## src/rtl/sdram_arbiter.sv

```systemverilog
// sdram_arbiter
//   Shares the single SDRAM command engine between the periodic
//   auto-refresh, a write client and a read client. Refresh always wins;
//   a simultaneous write/read pair alternates, starting with the write.
//   The winning request's address/data are latched and one command is issued
//   to the engine. No further arbitration happens until the engine returns
//   cmd_done.
//
// Ports
//   clk, rst      system clock, synchronous active-high reset
//   init_done     engine power-up initialisation complete (level)
//   wr_req        write request, held until wr_ack
//   waddr, wdata  write address/data, valid with wr_req
//   wr_ack        1-cycle pulse: write accepted
//   rd_req        read request, held until rd_ack
//   raddr         read address, valid with rd_req
//   rd_ack        1-cycle pulse: read accepted
//   cmd_valid     1-cycle pulse: new command for the engine
//   cmd_type      2'b00 refresh, 2'b01 write, 2'b10 read
//   cmd_addr      latched address (0 for refresh)
//   cmd_wdata     latched write data (0 for refresh/read)
//   cmd_done      1-cycle pulse from the engine: command finished
//   busy          a command is outstanding at the engine
//   ref_overrun   sticky: a refresh period elapsed with a refresh still pending

module sdram_arbiter #(
  parameter int          ADDR_W         = 22,
  parameter int          DATA_W         = 16,
  parameter int unsigned REFRESH_PERIOD = 780,
  parameter int          CNT_W          = 16
) (
  input  logic              clk,
  input  logic              rst,
  input  logic              init_done,
  input  logic              wr_req,
  input  logic [ADDR_W-1:0] waddr,
  input  logic [DATA_W-1:0] wdata,
  output logic              wr_ack,
  input  logic              rd_req,
  input  logic [ADDR_W-1:0] raddr,
  output logic              rd_ack,
  output logic              cmd_valid,
  output logic [1:0]        cmd_type,
  output logic [ADDR_W-1:0] cmd_addr,
  output logic [DATA_W-1:0] cmd_wdata,
  input  logic              cmd_done,
  output logic              busy,
  output logic              ref_overrun
);

  localparam logic [2:0] S_WAIT_INIT = 3'd0;
  localparam logic [2:0] S_ARB       = 3'd1;
  localparam logic [2:0] S_REF       = 3'd2;
  localparam logic [2:0] S_WR        = 3'd3;
  localparam logic [2:0] S_RD        = 3'd4;

  localparam logic [1:0] CMD_REFRESH = 2'b00;
  localparam logic [1:0] CMD_WRITE   = 2'b01;
  localparam logic [1:0] CMD_READ    = 2'b10;

  localparam logic [CNT_W-1:0] REF_LAST = CNT_W'(REFRESH_PERIOD - 1);

  logic [2:0]       state;
  logic [CNT_W-1:0] ref_cnt;
  logic             ref_pend;
  logic             last_was_rd;
  logic             ref_wrap;
  logic             grant_ref;
  logic             grant_wr;
  logic             grant_rd;

  // Wrap strobe and the arbitration decision. Everything freezes while
  // init_done is low, so a dropped init_done parks the FSM and the timer.
  always_comb begin
    ref_wrap  = init_done && (ref_cnt == REF_LAST);
    grant_ref = 1'b0;
    grant_wr  = 1'b0;
    grant_rd  = 1'b0;
    if (state == S_ARB && init_done) begin
      if (ref_pend) begin
        grant_ref = 1'b1;
      end else if (wr_req && rd_req) begin
        // Tie goes to whoever was not served last.
        if (last_was_rd) grant_wr = 1'b1;
        else             grant_rd = 1'b1;
      end else if (wr_req) begin
        grant_wr = 1'b1;
      end else if (rd_req) begin
        grant_rd = 1'b1;
      end
    end
  end

  // Free-running refresh interval timer; keeps counting while commands run.
  always_ff @(posedge clk) begin
    if (rst) begin
      ref_cnt <= '0;
    end else if (init_done) begin
      if (ref_wrap) ref_cnt <= '0;
      else          ref_cnt <= ref_cnt + CNT_W'(1);
    end
  end

  // Pending-refresh flag. A wrap on the grant cycle wins, so that new
  // period's refresh is not lost. A wrap that finds the previous refresh
  // still pending flags an overrun, which only reset clears.
  always_ff @(posedge clk) begin
    if (rst) begin
      ref_pend    <= 1'b0;
      ref_overrun <= 1'b0;
    end else begin
      if (ref_wrap) begin
        ref_pend <= 1'b1;
        if (ref_pend) ref_overrun <= 1'b1;
      end else if (grant_ref) begin
        ref_pend <= 1'b0;
      end
    end
  end

  // Grant FSM. Leaving a command state always passes through ARB, so there
  // is at least one idle cycle between cmd_done and the next cmd_valid.
  always_ff @(posedge clk) begin
    if (rst) begin
      state <= S_WAIT_INIT;
    end else begin
      case (state)
        S_WAIT_INIT: if (init_done) state <= S_ARB;
        S_ARB: begin
          if (grant_ref)     state <= S_REF;
          else if (grant_wr) state <= S_WR;
          else if (grant_rd) state <= S_RD;
        end
        S_REF, S_WR, S_RD: if (cmd_done && init_done) state <= S_ARB;
        default: state <= S_WAIT_INIT;
      endcase
    end
  end

  // Command outputs are registered on the grant edge. Address/data hold
  // until the next grant. Strobes and acks are single-cycle pulses.
  // last_was_rd starts as "read" so the first tie goes to the write.
  always_ff @(posedge clk) begin
    if (rst) begin
      cmd_valid   <= 1'b0;
      cmd_type    <= CMD_REFRESH;
      cmd_addr    <= '0;
      cmd_wdata   <= '0;
      wr_ack      <= 1'b0;
      rd_ack      <= 1'b0;
      last_was_rd <= 1'b1;
    end else begin
      cmd_valid <= grant_ref | grant_wr | grant_rd;
      wr_ack    <= grant_wr;
      rd_ack    <= grant_rd;
      if (grant_ref) begin
        cmd_type  <= CMD_REFRESH;
        cmd_addr  <= '0;
        cmd_wdata <= '0;
      end else if (grant_wr) begin
        cmd_type    <= CMD_WRITE;
        cmd_addr    <= waddr;
        cmd_wdata   <= wdata;
        last_was_rd <= 1'b0;
      end else if (grant_rd) begin
        cmd_type    <= CMD_READ;
        cmd_addr    <= raddr;
        cmd_wdata   <= '0;
        last_was_rd <= 1'b1;
      end
    end
  end

  assign busy = (state == S_REF) || (state == S_WR) || (state == S_RD);

endmodule
```

## config.mk

```make
export PLATFORM = sky130hd
export DESIGN_NAME = sdram_arbiter
export DESIGN_NICKNAME = d
export VERILOG_FILES = /design/src/rtl/sdram_arbiter.sv
export SDC_FILE = /design/constraint.sdc
export NUM_CORES = 1
export LEC_CHECK = 0
export ABC_AREA = 1
export CAP_MARGIN = 20
export CORE_MARGIN = 4
export CORE_UTILIZATION = 40
export CTS_BUF_LIST = sky130_fd_sc_hd__clkbuf_2 sky130_fd_sc_hd__clkbuf_4 sky130_fd_sc_hd__clkbuf_8
export CTS_CLUSTER_SIZE = 12
export DETAILED_ROUTE_END_ITERATION = 7
export PLACE_DENSITY = 0.84
export SYNTH_ARGS = -nofsm -noshare
export SYNTH_HDL_FRONTEND = slang
export SYNTH_SLANG_ARGS = --single-unit
```

## constraint.sdc

```tcl
create_clock -name clk -period 1.35 [get_ports clk]
set_input_delay 0.135 -clock clk [delete_from_list [all_inputs] [get_ports clk]]
set_output_delay 0.135 -clock clk [all_outputs]
set_load 0.005 [all_outputs]
```

## Word level (Yosys, flattened, before mapping)

Cells that the tools add are included.

- Output and inout bits: 45
- Flip-flop bits (word level): 65
- Logic and storage cells: 69
- Input bits: 66

- Mux-type cells: 30
- Bitwise gates (word level): 3
- $add $sub $neg: 1
- Reductions and logical operators: 15
- Equal/unequal tests: 8

Operators by type and width:

| kind | count |
|---|---|
| 2-to-1 mux 16 bit | 3 |
| 2-to-1 mux 22 bit | 2 |
| 2-to-1 mux 1 bit | 19 |
| adder 16 x 1 -> 16 bit, second input constant | 1 |
| equality test 16 x 10 -> 1 bit, second input constant | 1 |
| 2-to-1 mux 3 bit | 5 |
| one-hot mux 3 bit (3 select lines) | 1 |
| equality test 3 x 2 -> 1 bit, second input constant | 2 |
| OR reduction 3 bit | 2 |
| logical AND 1 bit | 4 |
| inequality test 2 bit, second input constant | 2 |
| inequality test 4 bit, second input constant | 1 |
| AND reduction 2 bit | 2 |
| nonzero test 2 bit | 2 |
| equality test 3 x 1 -> 1 bit, second input constant | 1 |
| equality test 3 bit, second input constant | 1 |
| zero test 3 bit | 1 |
| AND reduction 3 bit | 1 |
| logical OR 1 bit | 2 |
| bitwise OR 1 bit | 2 |
| OR reduction 2 bit | 1 |
| NOT 1 bit | 1 |

## Longest topological paths before layout

- Word-level depth: 9
- Mapped depth: 10
- Gate-level depth less buffers: 9

## Worst setup path before layout

OpenSTA, ideal clock, no wires.

- Path kind: flip-flop to flip-flop
- Start: register state[2]
- End: register cmd_wdata[10]
- Stages on the path, launching flop included: 9
- Data required time: 1218 ps
- Buffers on the path: 2
- Clock period less this slack: 1355 ps
- Path slack: -5 ps
- Arrival: 1222 ps
- Cell sequence: dfxtp_1 -> nor2_4 -> nand3_2 -> nor2_4 -> nor2_2 -> buf_4 -> buf_4 -> nand2_1 -> a21oi_1

- Word-level cells in the longest chain between the ends: 4
- Elaborated cells between the ends (all ways): 8

RTL lines:

| item | line | source |
|---|---|---|
| start: declaration | 63 | `logic [2:0] state;` |
| start signal: assignment | 125 | `state <= S_WAIT_INIT;` |
| start signal: assignment | 128 | `S_WAIT_INIT: if (init_done) state <= S_ARB;` |
| start signal: assignment | 130 | `if (grant_ref) state <= S_REF;` |
| equality test 3 x 1 -> 1 bit * | 79 | `if (state == S_ARB && init_done) begin` |
| logical AND 1 bit * | 79 |  |
| 2-to-1 mux 1 bit | 79 |  |
| 2-to-1 mux 16 bit (tied with other cells) | 160 | `end else if (grant_wr) begin` |
| end signal: assignment | 163 | `cmd_wdata <= wdata;` |
| end: declaration | 45 | `output logic [DATA_W-1:0] cmd_wdata,` |

Every way passes the cells marked *; elsewhere a longest branch is shown, timed or not.
A chain may end at the register's enable or synchronous reset.

## Worst setup path in the final report

- Start: register state[1]
- End: register cmd_wdata[6]

Same word-level chain as after synthesis.

==> results.toml <==
[clock_network]
numCtsBuffers = 9
cts_sinks = 65
cts_tree = "built"
cts.path.max_buffers = 2
cts.root.buffer_cell = "clkbuf_8"
path_clk_slew_ns = 0.10
clk_latency_ns = 0.36
htree_levels = 3

[die]
rows = 30
initial_core_util_pct = 42.1
io_pins = 111
coreArea_mm2 = 0.00691
die_w_um = 93.2
die_h_um = 93.2
die_area_mm2 = 0.00869

[status]
outcome = "finished, violations left"
violations = "setup timing"

[yosys]
yosys_warnings = 0
ys_types = 26
synth-seq-cells = 65
synth.area.top_cells = "dfxtp_1 (45%), nand2_1 (25%), a21oi_1 (8.4%), nor2_1 (4.7%), inv_1 (3.1%)"
yosys.area_share.adder_pct = 0.431
synthCells = 436
synth_top_family_by_area = "simple AND/OR/NAND/NOR gates"
yosys.area.top_type = "dfxtp_1"
avgSynthCellArea_um2 = 6.66
syn_nets = 503
synth-xor-area-share_pct = 0.904
yosys.area_share.simple_pct = 36.3
seq_area_frac_synth_pct = 44.8
muxShareOfSynthArea_pct = 0
syn_area_mm2 = 0.00291
synth_top_area_share_pct = 44.8
synth-compound-area-share_pct = 11.1

[placement]
io_buffers = 110
place_hpwl_um = 6230
placed_cells = 654
place_congestion = 0.884
dpl_worst_slack_ns = -0.388

[timing]
slew_violations = 0
skew_ns = 0.0185
timing.fmax_mhz = 607
final_hold_viol_count = 0
fin_crit_sh_pct = 122
finalSetupViolCount = 46
fin_crit_ns = 1.65
worstMarginPinSlew_ns = 0.372
finalWorstSetupSlack_ns = -0.298
slew_headroom_pct = 75.0
rsz0062_at_grt = "yes"

[critical_path]
r2r_start = "state[1]"
setup.worst_path.start_class = "flop"
end_kind = "flop"
crit_path_max_fanout = 4
critical_path_arrival_ns = 1.91
cp_common_cell = "nor2_4"
rrSetupSlack_ns = -0.30
setup.worst_path.class = "flop to flop"
r2r-end = "cmd_wdata[6]"
rr_worst_depth = 8
crit_chain = "nor2_4, nand3_4, nor2_4, buf_4, buf_6, bufbuf_16, nand2_1, a21oi_1"
critPathSlowestCell = "dfxtp_2"
required_ns = 1.61
slowest_delay_ns = 0.34

[cells_and_area]
final_cell_mix = "nand2_1 (168), clkdlybuf4s50_1 (72), dfxtp_1 (44)"
layout.cells.non_filler = 697
mostFrequentLayoutCell = "nand2_1"
drive_gt1_share_pct = 28.8
nFillCells = 470
nets = 663
n_antenna_cell = 0
area_growth_pct = 80.8

[detailed_routing]
routedWlPerCell_um = 16.2
dr.pass1.iters = 5
final_antenna_net_count = 0
drt-total-wl_um = 11300
drc = 0
viasPerCell = 5.08
dr_total_vias = 3543
dr.first_iter.drc_count = 184

[global_route]
grt_max_degree = 29
grt_antenna_before_repair = 0
track_usage_pct = 22.5
grt_pass1_vias = 3368
grt_pass1_wl_um = 15600
gr-total-overflow = 0

[power_and_ir_drop]
power.total_mw = 6.57
leakagePower_nw = 2.64
ir_drop_v = 0.000534
powerDensity_mw_per_mm2 = 1250

[job]
maxCapViolCount = 0

[min_path]
hp-start = "wdata[10]"
hold_class = "input port to flop"
min_delay_path_depth = 3
hold_path_end = "cmd_wdata[10]"
[power by group]
| part | leakage [nW] | internal [mW] | switching (mW) |
|---|---|---|---|
| registers | 0.535 | 2.12 | 0.135 |
| logic | 1.98 | 1.12 | 1.08 |
| clock network | 0.125 | 1.25 | 0.871 |
| total | 2.64 | 4.49 | 2.08 |
[timing repair]
action	4_1_cts	5_1_grt
pin swaps	4	12
setup endpoints to repair	58	92
resized for setup	67	107
hold buffers	0	0
setup buffers	9	14
cloned	6	0
[synthesized netlist by cell type (all sizes together)]
cell type	count
o21ai	9
a31o	1
a21boi	1
nor3b	2
nand4	5
and3	2
inv	26
xor2	3
o211ai	1
nor2	40
nor3	4
nand2	193
a21oi	49
buf	15
ha	1
nand3	15
dfxtp	65
clkbuf	3
o21a	1
[sequential cells by signal, indices dropped and copies added, names as in the netlist]
name / flops
cmd_wdata: 16
ref_cnt: 16
cmd_type: 2
rd_ack: 1
state: 3
ref_overrun: 1
cmd_addr: 22
ref_pend: 1
last_was_rd: 1
cmd_valid: 1
wr_ack: 1
[worst max-delay path, delay by kind of cell, from the launching register on]
| kind | cells | cell delay (ns) |
|---|---|---|
| buffers and inverters | 3 | 0.50 |
| AO/OA/AOI/OAI | 1 | 0.22 |
| AND/OR/NAND/NOR | 4 | 0.51 |
| flip-flops | 1 | 0.34 |
[cell families (layout without fill, tap and decap cells)]
kind of cell | after synthesis | count (layout)
AO/OA/AOI/OAI | 62 | 62
XOR/XNOR | 3 | 3
adder cells (fa/ha/maj) | 1 | 1
buffers and inverters | 44 | 209
flip-flops | 65 | 65
AND/OR/NAND/NOR | 261 | 261
[metal layers]
layer  up-vias  share of wire, %  global-route usage [%]
met5         -                 0                       0
met4         0               5.1                    10.5
met3        47               5.8                    5.23
met2       155                52                    40.8
met1      1640                37                    24.6
li1       1701                 -                       -
[area by class of cell]
| type | count | area, µm² | area share, % |
|---|---|---|---|
| clock buffer | 9 | 124 | 2.36 |
| timing repair buffer | 164 | 1740 | 33.0 |
| multi-input combinational | 327 | 1670 | 31.7 |
| clock inverter | 7 | 125 | 2.38 |
| sequential | 65 | 1330 | 25.3 |
| timing repair inverter | 3 | 38.8 | 0.738 |
| inverter | 26 | 115 | 2.19 |
| tap | 96 | 120 | 2.29 |
[through the flow]
stage	util, %	instance area, µm²	TNS (ns)	hold slack, ns
2_1_floorplan	-	2920	0	0.204
3_3_place_gp	62.1	4290	-14.16	0.442
3_5_place_dp	62.1	4290	-17.97	0.450
4_1_cts	70.5	4870	-1.91	0.334
5_1_grt	76.1	5250	-8.97	0.330
6_report	76.1	5250	-6.39	0.324
[how the worst max path moves through the flow]
stage                     cells past startpoint       from  slack [ns]             to
after CTS                                     9   state[1]        -0.1  cmd_wdata[11]
final                                         8   state[1]       -0.30   cmd_wdata[6]
after global routing                          8   state[1]       -0.35   cmd_wdata[6]
after floorplan                               8   state[2]        0.03  cmd_wdata[10]
after detailed placement                      8  init_done       -0.39   cmd_addr[12]
after global placement                        9  init_done       -0.31     ref_cnt[9]
Power figures use the tool's default switching activity.
